[config.mk]
export PLATFORM = sky130hd
export DESIGN_NAME = accum_burst_ctrl
export DESIGN_NICKNAME = d
export VERILOG_FILES = /design/src/rtl/accum_burst_ctrl.sv
export SDC_FILE = /design/constraint.sdc
export NUM_CORES = 1
export LEC_CHECK = 0
export CORE_MARGIN = 5
export CORE_UTILIZATION = 40
export CTS_CLUSTER_DIAMETER = 50
export DETAILED_ROUTE_END_ITERATION = 10
export PLACE_DENSITY = 0.69
export SLEW_MARGIN = 10
export SYNTH_ARGS = -nofsm -noshare
export SYNTH_HDL_FRONTEND = slang
export SYNTH_SLANG_ARGS = --single-unit
[constraint.sdc]
create_clock -name clk -period 2.1 [get_ports clk]
set_clock_uncertainty 0.2 [all_clocks]
set_input_delay 0.21 -clock clk [delete_from_list [all_inputs] [get_ports clk]]
set_output_delay 0.21 -clock clk [all_outputs]
set_load 0.02 [all_outputs]
[src/rtl/accum_burst_ctrl.sv]
// accum_burst_ctrl: burst accumulator controller with sticky carry/borrow and overflow flags
module accum_burst_ctrl #(
   parameter int N     = 8,
   parameter int CNT_W = 4
) (
   input  logic             clk,
   input  logic             reset_n,
   input  logic             start,
   input  logic [CNT_W-1:0] len,
   input  logic             sub,
   input  logic             in_valid,
   output logic             in_ready,
   input  logic [N-1:0]     in_data,
   output logic             out_valid,
   input  logic             out_ready,
   output logic [N-1:0]     out_sum,
   output logic             out_carry,
   output logic             out_ovf,
   output logic             busy
);
   typedef enum logic [1:0] {IDLE, ACCUM, DONE} state_t;
   state_t           state;
   logic [N-1:0]     acc;
   logic [N-1:0]     op;
   logic [N-1:0]     res;
   logic [CNT_W-1:0] remaining;
   logic             sub_q;
   logic             c;
   logic             ovf;
   logic             xfer;
   assign out_sum = acc;
   // Subtraction is add of the inverted operand with carry-in; overflow when like-signed inputs give an unlike-signed result
   always_comb begin
      op       = sub_q ? ~in_data : in_data;
      {c, res} = {1'b0, acc} + {1'b0, op} + {{N{1'b0}}, sub_q};
      ovf      = (acc[N-1] == op[N-1]) && (res[N-1] != acc[N-1]);
      xfer     = in_valid & in_ready;
   end
   // Burst sequencer with accumulator, remaining count, sticky flags and registered handshake outputs
   always_ff @(posedge clk or negedge reset_n) begin
      if (!reset_n) begin
         state     <= IDLE;
         acc       <= '0;
         remaining <= '0;
         sub_q     <= 1'b0;
         out_carry <= 1'b0;
         out_ovf   <= 1'b0;
         in_ready  <= 1'b0;
         out_valid <= 1'b0;
         busy      <= 1'b0;
      end else begin
         case (state)
            IDLE: if (start) begin
               sub_q     <= sub;
               acc       <= '0;
               out_carry <= 1'b0;
               out_ovf   <= 1'b0;
               busy      <= 1'b1;
               remaining <= len;
               if (len == '0) begin
                  state     <= DONE;
                  out_valid <= 1'b1;
               end else begin
                  state    <= ACCUM;
                  in_ready <= 1'b1;
               end
            end
            ACCUM: if (xfer) begin
               acc       <= res;
               out_carry <= out_carry | (c ^ sub_q);
               out_ovf   <= out_ovf | ovf;
               remaining <= remaining - 1'b1;
               if (remaining == CNT_W'(1)) begin
                  state     <= DONE;
                  in_ready  <= 1'b0;
                  out_valid <= 1'b1;
               end
            end
            DONE: if (out_ready) begin
               state     <= IDLE;
               out_valid <= 1'b0;
               busy      <= 1'b0;
            end
            default: begin
               state     <= IDLE;
               in_ready  <= 1'b0;
               out_valid <= 1'b0;
               busy      <= 1'b0;
            end
         endcase
      end
   end
endmodule
==> impl_results.md <==
* Worst Max-Slew Pin Slew at 0.332 ns
* Max IR drop VDD at 0.646 mV
* IO Pins at 31
* Wire per inst at 14.5 µm
* Area leader, netlist: dfrtp_1
* Clock Tree Buf Depth at 2
* Lkg Pwr at 0.000877 µW
* CTS tree: done
* Req. time, crit path at 2.12 ns
* FF+latch count, synth at 20
* Initial Util at 0.404
* Nets at 220
* Utilization after layout at 0.582
* Async set-or-reset flop fraction in the synthesized netlist at 1.00
* Shortest period the worst path allows at 2.23 ns
* Setup tns final at -0.604 ns
* Cell Area, Placed at 1800 µm²
* P&R area growth vs syn at 44.2%
* Setup crit end kind: flop
* Max-slew violations at 0
* H-tree lvl count at 1
* Critical Setup Path Class: flop to flop
* Mapped Avg Cell Area at 9.34 µm²
* Root Buffer: clkbuf_4
* CP peak stage delay at 0.51 ns
* Die Height at 67.6 µm
* CP bufs+invs at 1
* Sequential area share after synthesis at 0.377
* Final Hold Vio Count at 0
* Total routed wirelength at 3430 µm
* Hold Path Class: input port to asynchronous set/reset pin
* Total Routing Usage GR at 0.165
* Share of layout cells above drive strength 1 at 0.194
* Std-Cell Rows at 21
* Post-DP HPWL at 2530 µm
* Clock sink count at 20
* Routability congestion estimate at 0.875
* Synth top area share at 0.377
* Distinct cells, synth at 37
* Setup Viol. Count Final at 7
* Filler cells at 302
* ANT nets after route at 0
* Startpoint types: flop
* Chip width at 67.6 µm
* Reg2Reg Setup Slack at -0.13 ns
* Post-synth EDFFs at 0
* R2R Path Start: sub_q
* First-pass GRT wire length at 5690 µm
* Total gr overflow at 0
* Top post-synthesis cells by area: dfrtp_1 (38%), ha_1 (8.5%), xor2_1 (6.6%)
* Syn Nets at 170
* Buffers added on ports at 30
* Total of max-cap violations at 0
* Slowest stage cell on the critical path: dfrtp_2
* Cell area after layout at 1910 µm²
* Total CTS buffers at 3
* Crit Path Max Fanout at 7
* Slew HR at 0.779
* Crit path cell chain: mux2_4, fa_2, a21o_1, a21oi_2, buf_4, o31ai_2, o311ai_1
* Largest net degree at the start of global routing at 21
* Failing checks: setup timing
* Outcome: finished, violations left
* Core area at 3280 µm²
* Vias per inst at 5.30
* Primary FF master, synth: dfrtp_1
* Iter 0 DRT Violations at 88
* Synth Warn # at 0
* Reg2reg path depth at 7
* Area of the die at 4570 µm²
* Reg-to-Reg End: out_carry
* Worst endpoint data arrival time at 2.25 ns
* End of the critical path: out_carry
* Setup slack at placement at -0.366 ns
* Total iterations of the first detailed-routing run at 4
* RSZ-0062 raised after global routing: true
* PwrDens at 1840 nW/µm²
* Clock slew at reported path FFs at 0.13 ns
* Worst-skew pair later-pin latency at 0.31 ns
* Synthesized cell area at 1330 µm²
* Initial antenna violation count at 0
* Vias in the first global route at 1349
* DRC Markers at 0
* Mapped Cells at 142
* Diode count at 0
* Final Cycle Share at 1.06
* Fmax at 0.449 GHz
* Vias at 1256
* Final worst slack at -0.127 ns
* CP top delay family: compound AO/OA/AOI/OAI gates
* Crit path depth at 7
* CP Launch Point: sub_q
layout make-up:
type,count,area (µm²),area share
multi-input cells,108,806,0.421
flip-flops and latches,20,502,0.262
repair buffers,51,465,0.243
well taps,46,57.6,0.0301
clock inverters,1,30.0,0.0157
inverters,8,30.0,0.0157
clock buffers,3,22.5,0.0118
flip-flops by register name, indices dropped and copies added, names as in the netlist:
| name | count |
|---|---|
| out_sum | 8 |
| in_ready | 1 |
| sub_q | 1 |
| out_carry | 1 |
| state | 2 |
| out_valid | 1 |
| remaining | 4 |
| busy | 1 |
| out_ovf | 1 |
cells in the final DEF, fill, tap and decap left out, types with 2 or more instances in the layout:
cell	n
clkdlybuf4s50_1	30
dfrtp_1	19
buf_4	19
nand2_1	15
a21oi_1	12
xor2_1	10
ha_1	9
inv_1	8
nor2_1	7
a22o_1	6
o21ai_0	5
nand2b_1	3
nor3_1	3
xnor2_1	3
clkbuf_4	3
nor2b_1	2
nand3_1	2
a21o_1	2
a21oi_2	2
nand4_1	2
o22ai_1	2
a211oi_1	2
buf_6	2
stage by stage:
stage                     instances  hold slack [ns]  total power (µW)
after floorplan                 142           -0.286              2140
after global placement          231            0.283              2920
after detailed placement        231            0.289              2990
after CTS                       237           0.0329              3490
after global routing            237           0.0591              3800
final                           237           0.0302              3530
Yosys cell counts (2+ instances only):
cell      instances
a211oi_1          2
a21o_1            3
a21oi_1          14
a22o_1            6
buf_2             2
clkbuf_1          3
dfrtp_1          20
ha_1              9
inv_1             8
nand2_1          15
nand2b_1          3
nand3_1           2
nand4_1           2
nor2_1            7
nor2b_1           2
nor3_1            3
o21ai_0           7
o22ai_1           2
o31ai_1           2
xnor2_1           4
xor2_1           10
worst min-delay path by stage:
stage          startpoint         end  slack, ns  cells after the start
5_1_grt           reset_n   out_carry       0.06                      2
3_3_place_gp    out_carry   out_carry       0.28                      2
2_1_floorplan     reset_n        busy      -0.29                      0
3_5_place_dp      out_ovf     out_ovf       0.29                      2
4_1_cts           reset_n   out_carry       0.03                      2
6_report          reset_n  out_sum[5]       0.03                      2
routing by layer:
metal / track usage / routed length (µm)
met5: 0 / 0
met4: 0.0861 / 78
met3: 0.0300 / 125
met2: 0.295 / 1780
met1: 0.185 / 1450
kinds of logic after synthesis:
group | after synthesis | synth area share
adder cells (fa/ha/maj) | 10 | 0.100
buffers and inverters | 14 | 0.0472
flip-flops | 20 | 0.377
multiplexers | 2 | 0.0189
AO/OA/AOI/OAI | 45 | 0.236
AND/OR/NAND/NOR | 37 | 0.128
XOR/XNOR | 14 | 0.0924
repair_timing:
| action | 4_1_cts | 5_1_grt |
|---|---|---|
| hold endpoints to repair | 0 | 0 |
| setup endpoints to repair | 7 | 8 |
| gates resized for setup | 9 | 3 |
| setup buffers | 2 | 0 |
| pin swaps | 6 | 3 |
| hold buffers | 0 | 0 |
report_power, final:
group | switching (µW) | internal, µW | total [µW] | leakage [µW]
clock network | 135 | 193 | 328 | 0.0000279
logic | 1180 | 1220 | 2400 | 0.000603
registers | 223 | 575 | 798 | 0.000247
Power figures use the tool's default switching activity.
